File: config.mk
export PLATFORM = sky130hd
export DESIGN_NAME = uart_echo_top
export DESIGN_NICKNAME = d
export VERILOG_FILES = /design/src/rtl/uart_pkg.sv /design/src/rtl/uart_rx.sv /design/src/rtl/uart_echo_top.sv
export SDC_FILE = /design/constraint.sdc
export NUM_CORES = 1
export LEC_CHECK = 0
export ABC_AREA = 1
export CORE_UTILIZATION = 60
export CTS_BUF_LIST = sky130_fd_sc_hd__clkbuf_4 sky130_fd_sc_hd__clkbuf_8
export CTS_CLUSTER_SIZE = 40
export DETAILED_ROUTE_END_ITERATION = 10
export HOLD_SLACK_MARGIN = 0.1
export MAX_ROUTING_LAYER = met4
export PLACE_DENSITY = 0.77
export SYNTH_ARGS = -nofsm -noshare
export SYNTH_HDL_FRONTEND = slang
export SYNTH_SLANG_ARGS = --single-unit
File: constraint.sdc
create_clock -name clk -period 1.89 [get_ports clk]
set_input_delay 0.189 -clock clk [delete_from_list [all_inputs] [get_ports clk]]
set_output_delay 0.189 -clock clk [all_outputs]
set_load 0.01 [all_outputs]
File: src/rtl/uart_pkg.sv
// Purpose: shared bit-timing helper and FSM encodings for the UART echo endpoint.
// Latency: n/a (declarations only).
// Backpressure: n/a.
package uart_pkg;

    localparam int DEFAULT_CLK_FREQ = 100_000_000;
    localparam int DEFAULT_BAUD     = 115_200;

    // Clocks per serial bit, integer-truncated (100 MHz / 115200 -> 868).
    function automatic int clks_per_bit(input int clk_freq, input int baud);
        return clk_freq / baud;
    endfunction

    localparam int CLKS_PER_BIT = clks_per_bit(DEFAULT_CLK_FREQ, DEFAULT_BAUD);

    typedef enum logic [2:0] {
        RX_IDLE     = 3'd0,
        RX_START    = 3'd1,
        RX_DATA     = 3'd2,
        RX_STOP     = 3'd3,
        RX_ERR_WAIT = 3'd4
    } rx_state_t;

    typedef enum logic [1:0] {
        TX_IDLE  = 2'd0,
        TX_START = 2'd1,
        TX_DATA  = 2'd2,
        TX_STOP  = 2'd3
    } tx_state_t;

endpackage

File: src/rtl/uart_rx.sv
// Purpose: 8N1 receiver with 2-flop input synchronizer, glitch and framing-error rejection.
// Latency: data/valid strobe one clock after the mid-stop-bit sample (~9.5 bits + 3 clocks after start edge).
// Backpressure: none; the valid strobe is one clock wide and must be taken or lost.
//
// Ports:
//   clk        system clock, rising edge
//   reset      synchronous, active-high
//   rxd        asynchronous serial input, idles high
//   data[7:0]  received byte, held stable after valid
//   valid      one-clock strobe: data holds a well-framed byte
//   frame_err  one-clock strobe: stop bit sampled low, byte dropped
module uart_rx
    import uart_pkg::*;
#(
    parameter int CLKS_PER_BIT = uart_pkg::CLKS_PER_BIT
) (
    input  logic       clk,
    input  logic       reset,
    input  logic       rxd,
    output logic [7:0] data,
    output logic       valid,
    output logic       frame_err
);

    localparam int               CNT_W    = $clog2(CLKS_PER_BIT);
    localparam logic [CNT_W-1:0] CNT_LAST = CNT_W'(CLKS_PER_BIT - 1);
    localparam logic [CNT_W-1:0] CNT_HALF = CNT_W'(CLKS_PER_BIT / 2);

    logic             rxd_meta_q, rxd_meta_d;
    logic             rxd_sync_q, rxd_sync_d;
    rx_state_t        state_q, state_d;
    logic [CNT_W-1:0] cnt_q, cnt_d;
    logic [2:0]       bit_idx_q, bit_idx_d;
    logic [7:0]       shreg_q, shreg_d;
    logic [7:0]       data_q, data_d;
    logic             valid_q, valid_d;
    logic             frame_err_q, frame_err_d;

    always_comb begin
        rxd_meta_d  = rxd;
        rxd_sync_d  = rxd_meta_q;
        state_d     = state_q;
        cnt_d       = cnt_q;
        bit_idx_d   = bit_idx_q;
        shreg_d     = shreg_q;
        data_d      = data_q;
        valid_d     = 1'b0;
        frame_err_d = 1'b0;

        case (state_q)
            RX_IDLE: begin
                if (!rxd_sync_q) begin
                    state_d = RX_START;
                    cnt_d   = '0;
                end
            end
            RX_START: begin
                // Half a bit in: still low means a real start bit, high means a glitch.
                if (cnt_q == CNT_HALF) begin
                    cnt_d     = '0;
                    bit_idx_d = '0;
                    state_d   = rxd_sync_q ? RX_IDLE : RX_DATA;
                end else begin
                    cnt_d = cnt_q + 1'b1;
                end
            end
            RX_DATA: begin
                // Counter was re-based at mid start bit, so each wrap lands mid-bit.
                if (cnt_q == CNT_LAST) begin
                    cnt_d     = '0;
                    shreg_d   = {rxd_sync_q, shreg_q[7:1]};
                    bit_idx_d = bit_idx_q + 1'b1;
                    if (bit_idx_q == 3'd7) begin
                        state_d = RX_STOP;
                    end
                end else begin
                    cnt_d = cnt_q + 1'b1;
                end
            end
            RX_STOP: begin
                if (cnt_q == CNT_LAST) begin
                    cnt_d = '0;
                    if (rxd_sync_q) begin
                        data_d  = shreg_q;
                        valid_d = 1'b1;
                        state_d = RX_IDLE;
                    end else begin
                        frame_err_d = 1'b1;
                        state_d     = RX_ERR_WAIT;
                    end
                end else begin
                    cnt_d = cnt_q + 1'b1;
                end
            end
            RX_ERR_WAIT: begin
                // Wait for the line to return high so a low stop bit is not taken as a new start.
                if (rxd_sync_q) begin
                    state_d = RX_IDLE;
                end
            end
            default: begin
                state_d = RX_IDLE;
            end
        endcase
    end

    always_ff @(posedge clk) begin
        if (reset) begin
            rxd_meta_q  <= 1'b1;
            rxd_sync_q  <= 1'b1;
            state_q     <= RX_IDLE;
            cnt_q       <= '0;
            bit_idx_q   <= '0;
            shreg_q     <= '0;
            data_q      <= '0;
            valid_q     <= 1'b0;
            frame_err_q <= 1'b0;
        end else begin
            rxd_meta_q  <= rxd_meta_d;
            rxd_sync_q  <= rxd_sync_d;
            state_q     <= state_d;
            cnt_q       <= cnt_d;
            bit_idx_q   <= bit_idx_d;
            shreg_q     <= shreg_d;
            data_q      <= data_d;
            valid_q     <= valid_d;
            frame_err_q <= frame_err_d;
        end
    end

    assign data      = data_q;
    assign valid     = valid_q;
    assign frame_err = frame_err_q;

endmodule

File: src/rtl/uart_echo_top.sv
// Purpose: UART echo endpoint; well-framed RX bytes are buffered in a 2-entry FIFO and resent on txd.
// Latency: TX start bit begins 2 clocks after the RX mid-stop-bit sample when TX is idle.
// Backpressure: none on the line; a byte arriving while the FIFO is full is dropped.
//
// Ports:
//   rxd    asynchronous serial input, idles high
//   clk    system clock, rising edge
//   reset  synchronous, active-high
//   txd    serial output, idles high, driven straight from a flop
module uart_echo_top
    import uart_pkg::*;
#(
    parameter int CLK_FREQ = 100_000_000,
    parameter int BAUD     = 115_200
) (
    input  logic rxd,
    input  logic clk,
    input  logic reset,
    output logic txd
);

    localparam int               CLKS_PER_BIT = clks_per_bit(CLK_FREQ, BAUD);
    localparam int               CNT_W        = $clog2(CLKS_PER_BIT);
    localparam logic [CNT_W-1:0] CNT_LAST     = CNT_W'(CLKS_PER_BIT - 1);

    // ---------------- receiver ----------------
    logic [7:0] rx_data;
    logic       rx_valid;
    logic       rx_frame_err;

    uart_rx #(
        .CLKS_PER_BIT(CLKS_PER_BIT)
    ) u_rx (
        .clk      (clk),
        .reset    (reset),
        .rxd      (rxd),
        .data     (rx_data),
        .valid    (rx_valid),
        .frame_err(rx_frame_err)
    );

    // ---------------- 2-entry FIFO ----------------
    logic [7:0] fifo_mem_q [2];
    logic [7:0] fifo_mem_d [2];
    logic       fifo_wr_ptr_q, fifo_wr_ptr_d;
    logic       fifo_rd_ptr_q, fifo_rd_ptr_d;
    logic [1:0] fifo_cnt_q, fifo_cnt_d;
    logic       fifo_full, fifo_empty;
    logic       fifo_push, fifo_pop;
    logic [7:0] fifo_head;

    assign fifo_full  = (fifo_cnt_q == 2'd2);
    assign fifo_empty = (fifo_cnt_q == 2'd0);
    assign fifo_head  = fifo_mem_q[fifo_rd_ptr_q];
    // valid and frame_err never coincide; the extra term keeps a bad frame out regardless.
    assign fifo_push  = rx_valid && !rx_frame_err && !fifo_full;

    always_comb begin
        fifo_mem_d    = fifo_mem_q;
        fifo_wr_ptr_d = fifo_wr_ptr_q;
        fifo_rd_ptr_d = fifo_rd_ptr_q;
        fifo_cnt_d    = fifo_cnt_q;

        if (fifo_push) begin
            fifo_mem_d[fifo_wr_ptr_q] = rx_data;
            fifo_wr_ptr_d             = ~fifo_wr_ptr_q;
        end
        if (fifo_pop) begin
            fifo_rd_ptr_d = ~fifo_rd_ptr_q;
        end
        case ({fifo_push, fifo_pop})
            2'b10:   fifo_cnt_d = fifo_cnt_q + 2'd1;
            2'b01:   fifo_cnt_d = fifo_cnt_q - 2'd1;
            default: fifo_cnt_d = fifo_cnt_q;
        endcase
    end

    // ---------------- transmitter ----------------
    tx_state_t        tx_state_q, tx_state_d;
    logic [CNT_W-1:0] tx_cnt_q, tx_cnt_d;
    logic [2:0]       tx_bit_idx_q, tx_bit_idx_d;
    logic [7:0]       tx_shreg_q, tx_shreg_d;
    logic             txd_q, txd_d;

    // txd_d is set on state transitions and otherwise held, so the line only
    // ever changes at bit boundaries.
    always_comb begin
        tx_state_d   = tx_state_q;
        tx_cnt_d     = tx_cnt_q;
        tx_bit_idx_d = tx_bit_idx_q;
        tx_shreg_d   = tx_shreg_q;
        txd_d        = txd_q;
        fifo_pop     = 1'b0;

        case (tx_state_q)
            TX_IDLE: begin
                txd_d = 1'b1;
                if (!fifo_empty) begin
                    fifo_pop   = 1'b1;
                    tx_shreg_d = fifo_head;
                    tx_cnt_d   = '0;
                    tx_state_d = TX_START;
                    txd_d      = 1'b0;
                end
            end
            TX_START: begin
                if (tx_cnt_q == CNT_LAST) begin
                    tx_cnt_d     = '0;
                    tx_bit_idx_d = '0;
                    tx_state_d   = TX_DATA;
                    txd_d        = tx_shreg_q[0];
                end else begin
                    tx_cnt_d = tx_cnt_q + 1'b1;
                end
            end
            TX_DATA: begin
                if (tx_cnt_q == CNT_LAST) begin
                    tx_cnt_d = '0;
                    if (tx_bit_idx_q == 3'd7) begin
                        tx_state_d = TX_STOP;
                        txd_d      = 1'b1;
                    end else begin
                        tx_bit_idx_d = tx_bit_idx_q + 1'b1;
                        tx_shreg_d   = {1'b0, tx_shreg_q[7:1]};
                        txd_d        = tx_shreg_q[1];
                    end
                end else begin
                    tx_cnt_d = tx_cnt_q + 1'b1;
                end
            end
            TX_STOP: begin
                // One IDLE cycle follows, giving at most one extra idle clock between frames.
                if (tx_cnt_q == CNT_LAST) begin
                    tx_cnt_d   = '0;
                    tx_state_d = TX_IDLE;
                end else begin
                    tx_cnt_d = tx_cnt_q + 1'b1;
                end
            end
            default: begin
                tx_state_d = TX_IDLE;
                txd_d      = 1'b1;
            end
        endcase
    end

    always_ff @(posedge clk) begin
        if (reset) begin
            fifo_mem_q[0] <= '0;
            fifo_mem_q[1] <= '0;
            fifo_wr_ptr_q <= 1'b0;
            fifo_rd_ptr_q <= 1'b0;
            fifo_cnt_q    <= '0;
            tx_state_q    <= TX_IDLE;
            tx_cnt_q      <= '0;
            tx_bit_idx_q  <= '0;
            tx_shreg_q    <= '0;
            txd_q         <= 1'b1;
        end else begin
            fifo_mem_q    <= fifo_mem_d;
            fifo_wr_ptr_q <= fifo_wr_ptr_d;
            fifo_rd_ptr_q <= fifo_rd_ptr_d;
            fifo_cnt_q    <= fifo_cnt_d;
            tx_state_q    <= tx_state_d;
            tx_cnt_q      <= tx_cnt_d;
            tx_bit_idx_q  <= tx_bit_idx_d;
            tx_shreg_q    <= tx_shreg_d;
            txd_q         <= txd_d;
        end
    end

    assign txd = txd_q;

endmodule

==> impl_metrics.json <==
{
  "dieArea_um2": 6647,
  "fin_skew_ns": 0.01216,
  "first_global_vias": 2822,
  "clkTransAtPathRegs_ns": 0.08,
  "maxCapViolCount": 0,
  "cts_made_buffers": 9,
  "cts_tree": "built",
  "synth-seq-area-share": 0.4220,
  "io_pins": 4,
  "reg2reg_slack_ns": 0.14,
  "die_x_um": 81.53,
  "instances_no_fill": 608,
  "first_pass_iters": 4,
  "antenna_left": 0,
  "syn_area_per_cell_um2": 7.270,
  "rows": 28,
  "min_period_over_period": 0.9263,
  "root_buffer": "clkbuf_8",
  "drt-total-wl_mm": 7.441,
  "power_mw": 4.694,
  "vias_per_cell": 5.400,
  "yosys_warnings": 0,
  "cts_buffer_depth": 2,
  "ys_ff_latch": 80,
  "placed_cells": 592,
  "num_antenna_cells": 0,
  "h-tree-depth": 3,
  "antenna_found_initial": 0,
  "syn_to_final_growth_pct": 8.704,
  "final_hold_viol_count": 0,
  "grt_max_degree": 34,
  "pre_cts_slack_ns": 0.1123,
  "cp_max_fo": 4,
  "drive_gt1_frac": 0.1163,
  "nets": 544,
  "insertion_delay_ns": 0.35,
  "core_um2": 6026,
  "syn_nets": 538,
  "netlist_instances": 522,
  "power_density_nw_per_um2": 1138,
  "overflow": 0,
  "fin_ws_ns": 0.1392,
  "port_buffers": 3,
  "synth_cell_type_count": 39,
  "hold_buffers": 0,
  "wl_per_cell_um": 12.24,
  "max-slew-margin-rel": 0.6681,
  "grtUsageTotal": 0.2514,
  "drt_iter0_markers": 222,
  "syn_area_um2": 3795,
  "crit_type": "reg -> reg",
  "slew_violations": 0,
  "final_util": 0.6846,
  "fill_cells": 519,
  "drc": 0,
  "dp_hpwl_mm": 5.063,
  "peakVddDrop_mv": 0.9551,
  "finalSetupTns_ns": 0,
  "fin_area_um2": 4125,
  "die_h_um": 81.53,
  "arrival_ns": 1.99,
  "end_kind": "flip-flop",
  "via_count": 3283,
  "crit_required_ns": 2.13,
  "max_freq_mhz": 571.2,
  "place_congestion": 0.9149,
  "rsz0062_at_grt": "no",
  "status": "finished, final reports clean",
  "leakage_nw": 1.640,
  "placed_area_um2": 3919,
  "worstSetupStartpointType": "flip-flop",
  "grt_pass1_wl_mm": 12.52,
  "fin_crit_ns": 1.751,
  "tightest_slew_ns": 0.4951,
  "initial_core_util": 0.6298,
  "finalSetupViolations": 0,
  "whs_ns": 0.4039,
  "hp-class": "in -> reg",
  "clock-sinks": 80
}
==> power by group <==
group          internal, mW  total, mW  switching (mW)
clock network         0.630       1.27           0.638
registers              1.78       1.90           0.117
logic                 0.501       1.53            1.03
total                  2.91       4.69            1.78
==> kinds of logic after synthesis <==
| group | Yosys count | synth area share |
|---|---|---|
| simple gates | 206 | 0.2512 |
| flops | 80 | 0.4220 |
| fa+ha+maj | 13 | 0.04286 |
| buf+inv | 85 | 0.08803 |
| compound gates | 134 | 0.1866 |
| xor+xnor | 4 | 0.009233 |
==> state kept, by name, summed over array words and instances (netlist names) <==
signal,cells
u_rx.bit_idx_q,3
u_rx.shreg_q,8
tx_bit_idx_q,3
u_rx.valid,1
u_rx.rxd_sync_q,1
u_rx.rxd_meta_q,1
u_rx.data,8
tx_state_q,2
tx_cnt_q,10
fifo_mem_q,16
u_rx.state_q,3
u_rx.cnt_q,10
txd,1
fifo_rd_ptr_q,1
tx_shreg_q,8
u_rx.frame_err,1
fifo_wr_ptr_q,1
fifo_cnt_q,2
==> path summary, 6_finish.rpt <==
path / start / to / depth (start not counted)
hold / removal: rxd / u_rx.rxd_meta_q$_SDFF_PP1_ / 2
hold reg to reg: u_rx.rxd_meta_q$_SDFF_PP1_ / u_rx.rxd_sync_q$_SDFF_PP1_ / 1
setup reg to reg: tx_state_q[0]$_SDFFE_PP0P_ / fifo_cnt_q[1]$_SDFFE_PP0P_ / 9
setup / recovery: tx_state_q[0]$_SDFFE_PP0P_ / fifo_cnt_q[1]$_SDFFE_PP0P_ / 9
==> worst max-delay path, stage by stage (launching register included) <==
cell and delay (ns):
dfxtp_2 0.36, inv_1 0.08, ha_1 0.25, inv_1 0.12, nor2_2 0.06, ha_1 0.33, a21oi_1 0.11, o21ai_0 0.12
o21ai_0 0.16, a21oi_1 0.06
==> routing by layer <==
layer  track usage  vias up  routed length (µm)  part of all wire
met4       0.08929        0                 101             0.014
met5             -        -                   0                 0
li1              -     1712                   -                 -
met3       0.04778       12                 201             0.027
met1        0.3135     1501                3641              0.49
met2        0.4050       58                3497              0.47
==> cells in the final DEF (no fill, tap or decap), types with 6 or more instances in the layout <==
cell type	netlist	routed
buf_4	2	7
nand2_1	89	89
ha_1	13	12
nor2_1	50	49
dfxtp_1	80	78
nor2_2	6	7
a21oi_1	57	57
inv_1	63	63
nand3_1	28	28
o21ai_0	62	62
clkbuf_8	0	9
nand2_2	6	6
==> synth_stat cells, drive strengths merged <==
cell type  instances  area (µm²)
buf                6       35.03
o211ai             1       7.510
nand3             31       177.7
or2                4       25.03
a31oi              2       12.51
inv               69       261.5
o21ai             67       339.1
a21boi             1       7.510
a21oi             60       319.1
nand2             95       371.6
xor2               3       26.28
nor2              59       259.0
o21a               1       7.510
ha                13       162.7
and2               1       6.260
clkbuf            10       37.54
and3               1       6.260
nor3               8       61.31
nand4              4       25.02
dfxtp             80        1602
a211oi             2       15.01
nand3b             2       15.01
nor4               1       6.260
xnor2              1       8.760
==> repair_timing <==
item / CTS / global route
endpoints found under the setup margin: 0 / 3
setup buffers: 0 / 0
resized for setup: 0 / 4
==> area by class of cell <==
| cell class | count | area (µm²) | area share |
|---|---|---|---|
| multi-input cells | 357 | 1864 | 0.4519 |
| flip-flops and latches | 80 | 1604 | 0.3888 |
| inverters | 69 | 261.5 | 0.06339 |
| clock buffers | 10 | 131.4 | 0.03185 |
| repair buffers | 11 | 102.6 | 0.02487 |
| well taps | 75 | 93.84 | 0.02275 |
| clock inverters | 6 | 67.56 | 0.01638 |
(Power assumes the default switching activity.)
